### src/rtl/mem_axi_master.sv
// rtl/mem_axi_master.sv - native single-beat memory bus to AXI4-Lite master bridge
// Optional response timeout/abort is enabled by defining MEM_AXI_TIMEOUT_EN.
module mem_axi_master #(
    parameter int ADDR_WIDTH     = 32,
    parameter int AXI_ADDR_WIDTH = 10,
    parameter int DATA_WIDTH     = 32,
    parameter int ADDR_SHIFT     = 2,
    parameter int TIMEOUT_CYCLES = 255
) (
    input  logic                      clk,
    input  logic                      rst,
    input  logic                      mem_valid,
    input  logic [ADDR_WIDTH-1:0]     mem_addr,
    input  logic [DATA_WIDTH-1:0]     mem_wdata,
    input  logic [DATA_WIDTH/8-1:0]   mem_wstrb,
    output logic                      mem_ready,
    output logic [DATA_WIDTH-1:0]     mem_rdata,
    output logic                      mem_error,
    output logic [AXI_ADDR_WIDTH-1:0] m_araddr,
    output logic                      m_arvalid,
    input  logic                      m_arready,
    input  logic [DATA_WIDTH-1:0]     m_rdata,
    input  logic                      m_rvalid,
    output logic                      m_rready,
    output logic [AXI_ADDR_WIDTH-1:0] m_awaddr,
    output logic                      m_awvalid,
    input  logic                      m_awready,
    output logic [DATA_WIDTH-1:0]     m_wdata,
    output logic [DATA_WIDTH/8-1:0]   m_wstrb,
    output logic                      m_wvalid,
    input  logic                      m_wready,
    input  logic [1:0]                m_bresp,
    input  logic                      m_bvalid,
    output logic                      m_bready
);
    localparam int STRB_WIDTH = DATA_WIDTH / 8;

    typedef enum logic [2:0] {
        S_IDLE, S_RD_ADDR, S_RD_DATA, S_WR_REQ, S_WR_RESP, S_DONE
    } state_t;

    state_t                      state_q;
    logic [AXI_ADDR_WIDTH-1:0]   addr_q;
    logic [DATA_WIDTH-1:0]       wdata_q;
    logic [STRB_WIDTH-1:0]       wstrb_q;
    logic [DATA_WIDTH-1:0]       rdata_q;
    logic                        ready_q, error_q;
    logic                        arvalid_q, rready_q, awvalid_q, wvalid_q, bready_q;
    logic                        aw_done_q, w_done_q;
    logic [AXI_ADDR_WIDTH-1:0]   addr_d;
    logic                        active;
    logic                        tmo_hit;

    assign addr_d = AXI_ADDR_WIDTH'(mem_addr >> ADDR_SHIFT);
    assign active = (state_q == S_RD_ADDR) || (state_q == S_RD_DATA) ||
                    (state_q == S_WR_REQ)  || (state_q == S_WR_RESP);

`ifdef MEM_AXI_TIMEOUT_EN
    localparam logic [15:0] TMO_LAST = 16'(TIMEOUT_CYCLES - 1);
    logic [15:0] tmo_cnt_q;

    always_ff @(posedge clk) begin
        if (rst || !active) tmo_cnt_q <= '0;
        else                tmo_cnt_q <= tmo_cnt_q + 16'd1;
    end

    assign tmo_hit = active && (tmo_cnt_q == TMO_LAST);
`else
    logic unused_tmo;
    assign unused_tmo = ^TIMEOUT_CYCLES;
    assign tmo_hit    = 1'b0;
`endif

    always_ff @(posedge clk) begin
        if (rst) begin
            state_q   <= S_IDLE;
            addr_q    <= '0;
            wdata_q   <= '0;
            wstrb_q   <= '0;
            rdata_q   <= '0;
            ready_q   <= 1'b0;
            error_q   <= 1'b0;
            arvalid_q <= 1'b0;
            rready_q  <= 1'b0;
            awvalid_q <= 1'b0;
            wvalid_q  <= 1'b0;
            bready_q  <= 1'b0;
            aw_done_q <= 1'b0;
            w_done_q  <= 1'b0;
        end else if (tmo_hit) begin
            // Abandon the transaction; any late response is drained from IDLE.
            arvalid_q <= 1'b0;
            rready_q  <= 1'b0;
            awvalid_q <= 1'b0;
            wvalid_q  <= 1'b0;
            bready_q  <= 1'b0;
            rdata_q   <= '0;
            error_q   <= 1'b1;
            ready_q   <= 1'b1;
            state_q   <= S_DONE;
        end else begin
            ready_q <= 1'b0;
            case (state_q)
                S_IDLE: begin
                    if (mem_valid) begin
                        addr_q    <= addr_d;
                        wdata_q   <= mem_wdata;
                        wstrb_q   <= mem_wstrb;
                        error_q   <= 1'b0;
                        rready_q  <= 1'b0;
                        bready_q  <= 1'b0;
                        aw_done_q <= 1'b0;
                        w_done_q  <= 1'b0;
                        if (mem_wstrb == '0) begin
                            arvalid_q <= 1'b1;
                            state_q   <= S_RD_ADDR;
                        end else begin
                            awvalid_q <= 1'b1;
                            wvalid_q  <= 1'b1;
                            state_q   <= S_WR_REQ;
                        end
                    end
                end
                S_RD_ADDR: begin
                    if (arvalid_q && m_arready) begin
                        arvalid_q <= 1'b0;
                        rready_q  <= 1'b1;
                        state_q   <= S_RD_DATA;
                    end
                end
                S_RD_DATA: begin
                    if (rready_q && m_rvalid) begin
                        rdata_q  <= m_rdata;
                        error_q  <= 1'b0;
                        rready_q <= 1'b0;
                        ready_q  <= 1'b1;
                        state_q  <= S_DONE;
                    end
                end
                S_WR_REQ: begin
                    if (awvalid_q && m_awready) begin
                        awvalid_q <= 1'b0;
                        aw_done_q <= 1'b1;
                    end
                    if (wvalid_q && m_wready) begin
                        wvalid_q <= 1'b0;
                        w_done_q <= 1'b1;
                    end
                    if (aw_done_q && w_done_q) begin
                        bready_q <= 1'b1;
                        state_q  <= S_WR_RESP;
                    end
                end
                S_WR_RESP: begin
                    if (bready_q && m_bvalid) begin
                        error_q  <= (m_bresp != 2'b00);
                        rdata_q  <= '0;
                        bready_q <= 1'b0;
                        ready_q  <= 1'b1;
                        state_q  <= S_DONE;
                    end
                end
                S_DONE: begin
                    error_q <= 1'b0;
`ifdef MEM_AXI_TIMEOUT_EN
                    rready_q <= 1'b1;
                    bready_q <= 1'b1;
`endif
                    state_q <= S_IDLE;
                end
                default: state_q <= S_IDLE;
            endcase
        end
    end

    assign mem_ready = ready_q;
    assign mem_rdata = rdata_q;
    assign mem_error = error_q;
    assign m_araddr  = addr_q;
    assign m_arvalid = arvalid_q;
    assign m_rready  = rready_q;
    assign m_awaddr  = addr_q;
    assign m_awvalid = awvalid_q;
    assign m_wdata   = wdata_q;
    assign m_wstrb   = wstrb_q;
    assign m_wvalid  = wvalid_q;
    assign m_bready  = bready_q;
endmodule

### config.mk
export PLATFORM = sky130hd
export DESIGN_NAME = mem_axi_master
export DESIGN_NICKNAME = d
export VERILOG_FILES = /design/src/rtl/mem_axi_master.sv
export SDC_FILE = /design/constraint.sdc
export NUM_CORES = 1
export LEC_CHECK = 0
export CORE_ASPECT_RATIO = 0.8
export CORE_MARGIN = 4
export CORE_UTILIZATION = 40
export DETAILED_ROUTE_END_ITERATION = 10
export PLACE_DENSITY_LB_ADDON = 0.2
export SYNTH_ARGS = -nofsm -noshare
export SYNTH_HDL_FRONTEND = slang
export SYNTH_SLANG_ARGS = --single-unit
### constraint.sdc
create_clock -name clk -period 4.5 [get_ports clk]
set_input_delay 0.9 -clock clk [delete_from_list [all_inputs] [get_ports clk]]
set_output_delay 0.9 -clock clk [all_outputs]
set_load 0.02 [all_outputs]
==> reports/results.txt <==
Outcome: finished clean
Final HPWL DP: 7180 µm
Critical Path, Cell by Cell: clkdlybuf4s50_1 > nand4b_1 > a21oi_4 > buf_4 > mux2i_1 > nor2_1
Pwr dens: 460 nW/µm²
Min Tclk post-route: 2.40 ns
Vias: 3,330
Antenna diode count: 0
Largest net degree at the start of global routing: 50
Area grow syn2layout: 57.5%
Global-route wire length before repair: 16,100 µm
CP max FO: 33
FF+latch area: 1800 µm²
Pre-antenna DRT Iters: 4
Clock skew: 0.00630 ns
Placer congestion estimate: 0.764
Starting DRT DRC Count: 143
Vias per cell: 4.78
Slowest CP cell: clkdlybuf4s50_1
Die Span X: 115 µm
Post-route DRC: 0
Max cap viols: 0
Peak VDD IR: 0.258 mV
Clock slew at reported path FFs: 0.06 ns
Initial antenna violation count: 0
Clock Latency Late Sink: 0.33 ns
Final Hold Vio Count: 0
Leak: 2.04 nW
Synth Instances: 422
Worst hold path type: register to register
Die Height: 93.4 µm
Area of the mapped netlist: 3640 µm²
Seq/Total Area, Yosys: 49.5%
Final Hold Slack: 0.456 ns
Slowest cell delay on critical path: 0.54 ns
RSZ-0062 raised after global routing: no
Vias in the first global route: 3,365
Layout Nets: 689
Post_cts resized: 0
Required time worst endpoint: 4.68 ns
Final setup violation count: 0
Max Buffers Root-to-Sink: 2
Final wirelength: 10,000 µm
GRT Total Usage: 18.5%
Layout fillers: 721
Total grt overflow: 0
Initial Utilization: 42.0%
Finished Layout Cells: 696
Rel. slew slack: 35.1%
Syn avg cell area: 8.63 µm²
Number of synthesized flops with an enable pin: 0
Startpoint types: input pin
Multi-input gate area: 1600 µm²
CTS buffer count: 9
Post-synth top flop: dfxtp_1
WP data arrival: 2.58 ns
Setup Crit Path Kind: input pin to register
Fin util: 66.2%
Post-synth net total: 532
Io pins: 205
Post-CTS setup buffers: 0
Post-detailed-route count of antenna-violating nets: 0
CTS root buffer: clkbuf_16
Row count: 30
Post-synth ARST share: 0%
CTS Hold Bufs: 0
Fmax: 416 MHz
Crit. End Element: register
Syn. warnings: 0
Core area: 8670 µm²
Post-placement cell count: 680
Cell variety after synth: 34
# port buffers: 182
DR WL/cell: 14.4 µm
Slew Viols, Final: 0
H-tree depth: 3
Die area: 10,700 µm²
TritonCTS clock tree: yes
Synth Register Bits: 90
Clock sink count: 90
Actual slew at the worst max-slew pin: 0.973 ns
Share of layout cells above drive strength 1: 5.14%
Total Negative Setup Slacks: 0 ns
Final Cycle Share: 53.4%
routing by layer:
metal	vias to the layer above	GRT usage (%)	routed length [µm]
met2	108	32.2	5020
li1	1695	-	-
met3	18	6.27	770
met5	-	0	0
met4	0	6.26	210
met1	1509	21.2	4040
synth_stat cells (4+ instances only):
library cell	instances	area share, %
nor2b_1	33	5.7
nor2_1	38	3.9
dfxtp_1	90	49
clkbuf_1	17	1.8
buf_2	7	0.96
buf_6	5	1.5
inv_1	4	0.41
buf_4	11	2.3
a21oi_1	51	7.0
o21ai_0	4	0.55
nand2_1	96	9.9
mux2i_1	33	9.1
stage by stage:
stage / setup WS, ns / power [mW] / area [µm²]
6_report: 2.10 / 2.64 / 5740
3_5_place_dp: 1.76 / 1.88 / 5410
2_1_floorplan: 2.59 / 1.53 / 3640
4_1_cts: 2.09 / 2.67 / 5740
3_3_place_gp: 1.80 / 1.86 / 5410
5_1_grt: 1.98 / 2.79 / 5740
worst max-delay path, delay by kind of cell:
kind                   cells  cell delay [ns]
AO/OA/AOI/OAI              1             0.15
multiplexers               1             0.26
buffers and inverters      2             1.01
AND/OR/NAND/NOR            2             0.22
cell families after synthesis:
logic type / Yosys count / share of synthesized area (%)
compound gates: 67 / 10.4
flops: 90 / 49.5
buf+inv: 44 / 6.94
simple gates: 188 / 24.1
mux: 33 / 9.07
flip-flops by register name, indices dropped and copies added (netlist names):
| register | flops |
|---|---|
| aw_done_q | 1 |
| m_araddr | 10 |
| m_arvalid | 1 |
| m_awvalid | 1 |
| m_bready | 1 |
| m_rready | 1 |
| m_wdata | 32 |
| m_wstrb | 4 |
| m_wvalid | 1 |
| mem_error | 1 |
| mem_rdata | 32 |
| mem_ready | 1 |
| state_q | 3 |
| w_done_q | 1 |
power by group:
part           internal, mW  switching [mW]
logic                 0.394           0.455
clock network         0.481           0.304
registers             0.906          0.0974
total                  1.78           0.856
path summary, 6_finish.rpt:
path                     from            end  slack (ns)  cells after the start
hold reg to reg   m_wdata[14]    m_wdata[14]        0.46                      2
setup / recovery     m_bvalid  mem_rdata[16]        2.10                      6
setup reg to reg   state_q[1]  mem_rdata[16]        2.36                      5
hold / removal    m_wdata[14]    m_wdata[14]        0.46                      2
layout by cell type, fill, tap and decap left out:
master,instances
nand4_1,1
and3_1,1
nor4_4,1
a41oi_1,1
nor2b_1,33
nor3_2,2
o2111ai_1,1
nor3_1,3
o21ai_0,4
nor4_1,1
o211ai_1,2
nor2_1,38
nand4b_1,2
nor3b_4,1
a21oi_4,1
a211oi_1,3
and4_1,2
clkbuf_8,3
mux2i_1,33
clkbuf_16,9
or4b_4,1
buf_2,1
a21oi_1,51
buf_4,3
nand2_1,96
a21bo_2,2
bufinv_16,1
dfxtp_1,90
inv_6,2
inv_1,4
nand3_1,3
a31oi_1,1
buf_12,1
clkinv_4,1
nand3b_1,1
and2_1,1
nor2_2,1
o31ai_1,1
clkdlybuf4s50_1,181
final cells by class:
| class | count | share of cell area (%) |
|---|---|---|
| multi-input cells | 288 | 27.9 |
| inverters | 4 | 0.262 |
| repair buffers | 186 | 32.4 |
| clock buffers | 12 | 4.65 |
| clock inverters | 4 | 0.981 |
| flip-flops and latches | 90 | 31.4 |
| well taps | 112 | 2.44 |
No activity file was read; power rests on OpenSTA's default activity.
